[src/rtl/demux_1to2_buf_if.sv]
// -----------------------------------------------------------------------------
// demux_1to2_buf_if
// Stream bundle for the buffered 1-to-2 demultiplexer.
//   data_i/select_i/valid_i/ready_o : input stream, select_i picks the channel
//   data0_o/valid0_o/ready0_i       : channel 0 output stream
//   data1_o/valid1_o/ready1_i       : channel 1 output stream
//   cnt0_o/cnt1_o                   : per-channel accepted-word counters
// slave  : the demultiplexer side
// master : the producer/consumer environment side
// -----------------------------------------------------------------------------
interface demux_1to2_buf_if #(
  parameter int size  = 32,
  parameter int CNT_W = 16
);
  logic [size-1:0]  data_i;
  logic             select_i;
  logic             valid_i;
  logic             ready_o;
  logic [size-1:0]  data0_o;
  logic             valid0_o;
  logic             ready0_i;
  logic [size-1:0]  data1_o;
  logic             valid1_o;
  logic             ready1_i;
  logic [CNT_W-1:0] cnt0_o;
  logic [CNT_W-1:0] cnt1_o;

  modport slave (
    input  data_i, select_i, valid_i, ready0_i, ready1_i,
    output ready_o, data0_o, valid0_o, data1_o, valid1_o, cnt0_o, cnt1_o
  );

  modport master (
    output data_i, select_i, valid_i, ready0_i, ready1_i,
    input  ready_o, data0_o, valid0_o, data1_o, valid1_o, cnt0_o, cnt1_o
  );
endinterface

[src/rtl/demux_1to2_buf.sv]
// -----------------------------------------------------------------------------
// demux_1to2_buf
// Steers one valid/ready input stream to one of two output streams. Each output
// channel owns a 2-entry in-order FIFO so a stalled consumer never blocks the
// other channel.
// Ports:
//   clk_i : clock, rising edge
//   rst_i : asynchronous active-low reset, empties both FIFOs, clears counters
//   bus   : demux_1to2_buf_if.slave (input stream, two output streams, counters)
// -----------------------------------------------------------------------------
module demux_1to2_buf #(
  parameter int size  = 32,
  parameter int CNT_W = 16
) (
  input  logic              clk_i,
  input  logic              rst_i,
  demux_1to2_buf_if.slave   bus
);

  // Per-channel state, index 0 = channel 0, index 1 = channel 1.
  logic [1:0]       occ    [2];   // 0, 1 or 2 words held
  logic [1:0]       rd_ptr;       // one head pointer bit per channel
  logic [1:0]       wr_ptr;       // one tail pointer bit per channel
  logic [CNT_W-1:0] cnt    [2];
  logic [size-1:0]  mem    [2][2];  // [channel][entry]

  logic [1:0] full;
  logic [1:0] empty;
  logic [1:0] sel_oh;
  logic [1:0] rdy_in;
  logic [1:0] push;
  logic [1:0] pop;
  logic       accept;

  // NOTE: every bit is assigned on every pass through the loop, so no latch
  // can be inferred even without a separate default line.
  always_comb begin
    for (int c = 0; c < 2; c++) begin
      full[c]  = (occ[c] == 2'd2);
      empty[c] = (occ[c] == 2'd0);
    end
  end

  // ready_o looks only at the selected FIFO; output-side readies never feed
  // back into it, which keeps the input path free of consumer timing.
  assign bus.ready_o = bus.select_i ? ~full[1] : ~full[0];
  assign accept      = bus.valid_i & bus.ready_o;
  assign sel_oh      = {bus.select_i, ~bus.select_i};
  assign push        = {2{accept}} & sel_oh;
  assign rdy_in      = {bus.ready1_i, bus.ready0_i};
  assign pop         = ~empty & rdy_in;

  // Control state: occupancy, pointers, counters.
  // NOTE: sequential state uses non-blocking assignments so every register
  // samples pre-edge values, independent of statement order.
  always_ff @(posedge clk_i or negedge rst_i) begin
    if (!rst_i) begin
      rd_ptr <= '0;
      wr_ptr <= '0;
      for (int c = 0; c < 2; c++) begin
        occ[c] <= 2'd0;
        cnt[c] <= '0;
      end
    end else begin
      for (int c = 0; c < 2; c++) begin
        if (push[c]) begin
          wr_ptr[c] <= ~wr_ptr[c];
          cnt[c]    <= cnt[c] + CNT_W'(1);
        end
        if (pop[c]) begin
          rd_ptr[c] <= ~rd_ptr[c];
        end
        // Push into a full FIFO is already blocked by ready_o, and pop from
        // an empty one by valid, so occupancy never leaves 0..2.
        case ({push[c], pop[c]})
          2'b10:   occ[c] <= occ[c] + 2'd1;
          2'b01:   occ[c] <= occ[c] - 2'd1;
          default: occ[c] <= occ[c];
        endcase
      end
    end
  end

  // NOTE: the storage array is deliberately not reset; reset empties the FIFO
  // through occupancy, and the output mux forces zero whenever it is empty,
  // so stale contents are never observable.
  always_ff @(posedge clk_i) begin
    for (int c = 0; c < 2; c++) begin
      if (push[c]) begin
        mem[c][wr_ptr[c]] <= bus.data_i;
      end
    end
  end

  assign bus.valid0_o = ~empty[0];
  assign bus.valid1_o = ~empty[1];
  assign bus.data0_o  = empty[0] ? '0 : mem[0][rd_ptr[0]];
  assign bus.data1_o  = empty[1] ? '0 : mem[1][rd_ptr[1]];
  assign bus.cnt0_o   = cnt[0];
  assign bus.cnt1_o   = cnt[1];

endmodule

[src/flat_wrapper.sv]
// flat-port wrapper written by rule: the top's interface ports become plain ports
module demux_1to2_buf_flat 
#(
  parameter int size  = 32,
  parameter int CNT_W = 16
)
  (clk_i, rst_i, bus_data_i, bus_select_i, bus_valid_i, bus_ready0_i, bus_ready1_i, bus_ready_o, bus_data0_o, bus_valid0_o, bus_data1_o, bus_valid1_o, bus_cnt0_o, bus_cnt1_o);
  demux_1to2_buf_if #(.size(size), .CNT_W(CNT_W)) bus_i ();
  input  logic clk_i;
  input  logic rst_i;
  input wire logic [$bits(bus_i.data_i)-1:0] bus_data_i;
  input wire logic [$bits(bus_i.select_i)-1:0] bus_select_i;
  input wire logic [$bits(bus_i.valid_i)-1:0] bus_valid_i;
  input wire logic [$bits(bus_i.ready0_i)-1:0] bus_ready0_i;
  input wire logic [$bits(bus_i.ready1_i)-1:0] bus_ready1_i;
  output wire logic [$bits(bus_i.ready_o)-1:0] bus_ready_o;
  output wire logic [$bits(bus_i.data0_o)-1:0] bus_data0_o;
  output wire logic [$bits(bus_i.valid0_o)-1:0] bus_valid0_o;
  output wire logic [$bits(bus_i.data1_o)-1:0] bus_data1_o;
  output wire logic [$bits(bus_i.valid1_o)-1:0] bus_valid1_o;
  output wire logic [$bits(bus_i.cnt0_o)-1:0] bus_cnt0_o;
  output wire logic [$bits(bus_i.cnt1_o)-1:0] bus_cnt1_o;
  assign bus_i.data_i = bus_data_i;
  assign bus_i.select_i = bus_select_i;
  assign bus_i.valid_i = bus_valid_i;
  assign bus_i.ready0_i = bus_ready0_i;
  assign bus_i.ready1_i = bus_ready1_i;
  assign bus_ready_o = bus_i.ready_o;
  assign bus_data0_o = bus_i.data0_o;
  assign bus_valid0_o = bus_i.valid0_o;
  assign bus_data1_o = bus_i.data1_o;
  assign bus_valid1_o = bus_i.valid1_o;
  assign bus_cnt0_o = bus_i.cnt0_o;
  assign bus_cnt1_o = bus_i.cnt1_o;
  demux_1to2_buf #(.size(size), .CNT_W(CNT_W)) u_core (.clk_i(clk_i), .rst_i(rst_i), .bus(bus_i));
endmodule
[config.mk]
export PLATFORM = sky130hd
export DESIGN_NAME = demux_1to2_buf_flat
export DESIGN_NICKNAME = d
export VERILOG_FILES = /design/src/rtl/demux_1to2_buf_if.sv /design/src/rtl/demux_1to2_buf.sv /design/src/flat_wrapper.sv
export SDC_FILE = /design/constraint.sdc
export NUM_CORES = 1
export LEC_CHECK = 0
export BUFFER_PORTS_ARGS = -buffer_cell sky130_fd_sc_hd__buf_2
export CORE_ASPECT_RATIO = 0.7
export CORE_MARGIN = 4
export CORE_UTILIZATION = 50
export CTS_CLUSTER_SIZE = 24
export DETAILED_ROUTE_END_ITERATION = 8
export GPL_ROUTABILITY_DRIVEN = 0
export PLACE_DENSITY_LB_ADDON = 0.05
export SKIP_CTS_REPAIR_TIMING = 1
export SLEW_MARGIN = 25
export SYNTH_ARGS = -nofsm -noshare
export SYNTH_HDL_FRONTEND = slang
export SYNTH_SLANG_ARGS = --single-unit
[constraint.sdc]
create_clock -name clk_i -period 6.5 [get_ports clk_i]
set_input_delay 0.975 -clock clk_i [delete_from_list [all_inputs] [get_ports clk_i]]
set_output_delay 0.975 -clock clk_i [all_outputs]
set_load 0.02 [all_outputs]
Yosys cells after proc, flatten, opt, wreduce, memory -nomap -nowiden:

Memories as Yosys holds them, arrays and structs flattened.
Cells that the tools add are included.
W data, S select, Z words.

* flip-flop bits (word level): 40
* memory bits (writable): 128
* bits of input ports: 38
* output and inout port bits: 99
* word-level logic and storage cells: 73
* memories kept: 1

* $add $sub $neg: 6
* $lt $le $gt $ge: 6
* equal/unequal tests: 6
* mux-type cells: 22
* bitwise operators: 17
* reductions and logical operators: 7

Memories
* u_core.mem: depth 2, bits a word 64, read ports 2, clocked after Yosys merged registers in 0, wr ports 1, line demux_1to2_buf.sv:25 `logic [size-1:0] mem [2][2];`

Operator list (count)
* $mux W32: 10
* $mux W64: 4
* $demux W32 S1: 2
* $reduce_or A64 Y1: 1
* $add A16 B1 Y16 const B: 2
* $not A1 Y1: 9
* $eq A2 B2 Y1 const B: 4
* $ge A2 B2 Y1 const B: 4
* $not A1 Y2: 4
* $pmux W2 S2: 2
* $add A2 B1 Y2 const B: 2
* $and A2 B2 Y2: 2
* $eq A2 B1 Y1 const B: 2
* $logic_not A2 Y1: 2
* $lt A2 B1 Y1 const B: 2
* $mux W1: 4
* $reduce_bool A2 Y1: 2
* $sub A2 B1 Y2 const B: 2
* $logic_and A1 B1 Y1: 2
* $not A2 Y2: 1
* $and A1 B1 Y1: 1

Depth between registers and ports, before layout:

* depth after elaboration: 9
* depth in mapped cells: 7
* gate-level depth less buffers: 7

Least setup slack after synthesis:

OpenSTA, ideal clock, no wires.

* path type: input -> register
* start: input bus_select_i
* end: memory u_core.mem[0][32] (netlist name), enable pin
* setup time: 0.421 ns
* arrival time: 2.948 ns
* required time: 6.079 ns
* slack: 3.131 ns
* stages: 4
* buffers on the path: 0
* cells stage by stage: nand2b_1 -> nor2_1 -> inv_1 -> nor2_1

* word-level cells in the longest chain between the ends: 7
* elaborated cells between the ends (all ways): 11
* those cells by class: mux: 7; bitwise: 3; reduce/logical: 1

RTL lines
* start, declared: line flat_wrapper.sv:12 `input wire logic [$bits(bus_i.select_i)-1:0] bus_select_i;`
* $mux W1: line demux_1to2_buf.sv:46 `assign bus.ready_o = bus.select_i ? ~full[1] : ~full[0];`
* $and A1 B1 Y1: line demux_1to2_buf.sv:47 `assign accept = bus.valid_i & bus.ready_o;`
* $and A2 B2 Y2 *: line demux_1to2_buf.sv:49 `assign push = {2{accept}} & sel_oh;`
* $mux W1: line demux_1to2_buf.sv:89 `if (push[c]) begin`
* $mux W64 (not written as such): line demux_1to2_buf.sv:90 `mem[c][wr_ptr[c]] <= bus.data_i;`
* $reduce_or A64 Y1 (no source line)
* $mux W1 (no source line) or $mux W64 (tied branches)
* end, declared: line demux_1to2_buf.sv:25

Every way passes the cells marked *; elsewhere a longest branch is shown, timed or not.

Final worst setup path:

* start: register u_core.rd_ptr[0]
* end: output bus_data0_o[24]

* word-level cells in the longest chain between the ends: 5

RTL lines
* start, declared: line demux_1to2_buf.sv:22 `logic [1:0] rd_ptr;`
* start signal, assigned by index: line demux_1to2_buf.sv:71 `rd_ptr[c] <= ~rd_ptr[c];`
* $not A1 Y2 (not written as such): line demux_1to2_buf.sv:97 `assign bus.data0_o = empty[0] ? '0 : mem[0][rd_ptr[0]];`
* $mux W32 (not written as such) (3 in series): line demux_1to2_buf.sv:97
* $mux W32: line demux_1to2_buf.sv:97
* end, declared: line flat_wrapper.sv:17 `output wire logic [$bits(bus_i.data0_o)-1:0] bus_data0_o;`

No other way between the ends. The select of a mux whose other input is x is not followed.

==> metrics.md <==
| Metric | Value |
|---|---|
| First-pass DRT Iterations | 7 |
| Area grow syn2layout | 23.4% |
| Combinational power share | 31.0% |
| Boundary Pins | 137 |
| Commonest cells in the netlist | edfxtp_1 (128), nor2_1 (72), mux2i_1 (64), dfrtp_1 (40), xnor2_1 (31) |
| Met3 GRT Util | 4.36% |
| Hold Slack | 466 ps |
| WP data required | approximately 5500 ps |
| Met1 Use GR | about a quarter |
| Pwr dens | between 400 and 500 mW/mm^2 |
| Register area | 0.00485 mm^2 |
| Filler cells | roughly 960 |
| Vias per inst | 5.17 |
| Total Neg Setup Slack | 0 ps |
| CP max stage delay | 1030 ps |
| Via count | 3,825 |
| First-pass GRT wire length | just over 20,000 um |
| Clock Skew | 10.5 ps |
| Setup ws final | 3460 ps |
| Synth warn | 0 |
| Internal power | 2.49 mW |
| Post-DRT Antenna Nets | 0 |
| Clock tree root driver cell | clkbuf_16 |
| Post-DP HPWL | 8210 um |
| Grt peak-use layer | met2 |
| Largest family of logic cells by synthesized area | multiplexers |
| Most frequent cell after synthesis | edfxtp_1 |
| Layout cells sized above 1 | 31.3% |
| Die W | between 100 and 150 um |
| Design Area, Final | 0.00816 mm^2 |
| Max Cap Violations | 0 |
| Placed Cells incl. Taps | 707 |
| Vias in the first global route | 3,795 |
| Largest net degree at the start of global routing | 41 |
| Antenna violations before repair | 1 |
| Starting Density | 52.2% |
| Outcome | finished, final reports clean |
| CORE AREA | 0.0127 mm^2 |
| Reg clk slew, reported paths | 60 ps |
| Crit-path cells | mux2i_1 -> nor2_1 -> buf_2 |
| Worst setup path class | reg2out |
| Share of power burned in registers | 40.1% |
| Max Freq | 329 MHz |
| Syn Inst Count | 423 |
| Yosys cell types | 25 |
| Compound-gate portion of the synthesized area | 0.0757% |
| Mean Syn Cell Area | roughly 16 um^2 |
| GRT Overall Usage | 17.3% |
| GRT met2 Usage | roughly 26% |
| Die Height | 104 um |
| Ranking of synthesized cells by area | edfxtp_1 (58%), dfrtp_1 (15%), mux2i_1 (9.7%), xnor2_1 (4.1%), nor2_1 (4.1%) |
| Min cycle time layout | 3040 ps |
| ANT cells | 0 |
| RSZ-0062 raised after global routing | false |
| CTS tree | built |
| Worst setup EP type | primary output |
| # port buffers | 136 |
| Nets@finish | 607 |
| Adder-Cell Fraction of Synth Area | less than 1% |
| Slew @ Worst Pin | 1000 ps |
| Sw power | 1.35 mW |
| Combined area of the multi-input logic cells | about 0.0017 mm^2 |
| Dpl ws | roughly 3400 ps |
| Fraction of the mapped netlist area in simple logic gates | 9.61% |
| Mux share of post-synthesis cell area | around a tenth |
| Post-synth EDFFs | 128 |
| DRC Markers | 0 |
| Max IR drop VDD | 0.277 mV |
| Period utilization | 46.7% |
| Placed Area | 0.00747 mm^2 |
| Clk_lat worst skew | 410 ps |
| Max Fanout on Critical Path | 33 |
| Mapped cell area | between 0.006 and 0.007 mm^2 |
| Sink Count | 168 |
| Floorplan row count | 34 |
| Share of the synthesized area in the top cell type | 58.1% |
| Setup violations, final | 0 |
| WL per Instance | 17.4 um |
| Fin cells | 740 |
| Commonest register cell after synthesis | edfxtp_1 |
| Post-synthesis xor/xnor area fraction | 5.30% |
| Max Root-Sink Buffers | 2 |
| Leak Pwr | 3.42 nW |
| Num CTS Buffers | 17 |
| Flops & latches, synth | 168 |
| Crit path max-delay cell type | dfrtp_2 |
| Slew HR | 33.1% |
| CP startpoint kind | register |
| Mapped Nets | 465 |
| DR iter-0 viols | 183 |
| Final Hold Vio Count | 0 |
| Worst min path class | reg2reg |
| Post-Route Utilization | 64.4% |
| Switching Fraction | 35.2% |
| Clock power share | 28.9% |
| Post-synthesis sequential area ratio | 73.3% |
| H-tree Lvls | 4 |
| Fin. max-slew vios | 0 |
| Final wirelength | about 13,000 um |
| Die area | 0.0152 mm^2 |
| Pwr Total | 3.84 mW |
| Post-synth ARST share | 23.8% |
| Worst EP arrival | 2060 ps |
| Synth area leader | edfxtp_1 |
| Grt ovf | 0 |
state kept, by name (all words and copies together), names as in the netlist:
| register | count |
|---|---|
| u_core.bus.cnt0_o | 16 |
| u_core.rd_ptr | 2 |
| u_core.occ | 4 |
| u_core.mem | 128 |
| u_core.bus.cnt1_o | 16 |
| u_core.wr_ptr | 2 |
area by class of cell:
type | count | area share [%]
well taps | 162 | 2.48
clock buffers | 19 | 5.31
clock inverters | 13 | 2.78
inverters | 4 | 0.184
flip-flops and latches | 168 | 59.4
multi-input cells | 237 | 21.1
repair buffers | 137 | 8.68
per-layer routing:
metal | share of wire [%] | vias up
met5 | 0.10 | -
met3 | 5.1 | 16
met1 | 48 | 1883
li1 | - | 1815
met2 | 46 | 109
met4 | 1.4 | 2
final timing paths:
path                                                   start  slack [ps]                                 to  cells after the start
setup reg to reg                   u_core.occ[3]$_DFFE_PN0P_        4190        u_core.mem[0][49]$_DFFE_PP_                      4
max in group asynchronous                              rst_i        5140       u_core.rd_ptr[1]$_DFFE_PN0P_                      1
setup / recovery                u_core.rd_ptr[0]$_DFFE_PN0P_        3460                    bus_data0_o[24]                      3
min in group asynchronous                              rst_i         680   u_core.bus.cnt0_o[7]$_DFFE_PN0P_                      1
hold / removal             u_core.bus.cnt1_o[15]$_DFFE_PN0N_         470  u_core.bus.cnt1_o[15]$_DFFE_PN0N_                      1
hold reg to reg            u_core.bus.cnt1_o[15]$_DFFE_PN0N_         470  u_core.bus.cnt1_o[15]$_DFFE_PN0N_                      1
power groups by stage:
stage / registers [mW] / logic [mW] / clock network (mW)
finish: 1.54 / 1.19 / 1.11
floorplan: 1.46 / 0.855 / 0
detailed placement: 1.56 / 1.20 / 0
CTS: 1.54 / 1.21 / 1.13
global placement: 1.56 / 1.20 / 0
global route: 1.56 / 1.29 / 1.17
cell families after synthesis:
group,count (synthesis)
buf+inv,18
flops,168
simple gates,127
compound gates,1
fa+ha+maj,4
mux,65
xor+xnor,40
worst max-delay path, delay by kind of cell (launching register included):
| family | cells | cell delay (ps) |
|---|---|---|
| flip-flops | 1 | 1030 |
| AND/OR/NAND/NOR | 1 | 90 |
| multiplexers | 1 | 300 |
| buffers and inverters | 1 | 210 |
placed cells by master, fill, tap and decap left out, types with 3 or more instances in the layout:
cell	instances
nor2_1	68
clkbuf_16	17
and3_1	3
xnor2_1	31
xor2_1	9
edfxtp_1	128
nand2_1	14
mux2i_1	64
nand4_1	10
and4_1	3
dfrtp_1	38
inv_1	4
nand3_1	10
clkinv_4	3
nor4_4	3
buf_2	136
ha_1	4
nor2_4	5
bufinv_16	6
Note: power is estimated with default switching activity, not from simulation.
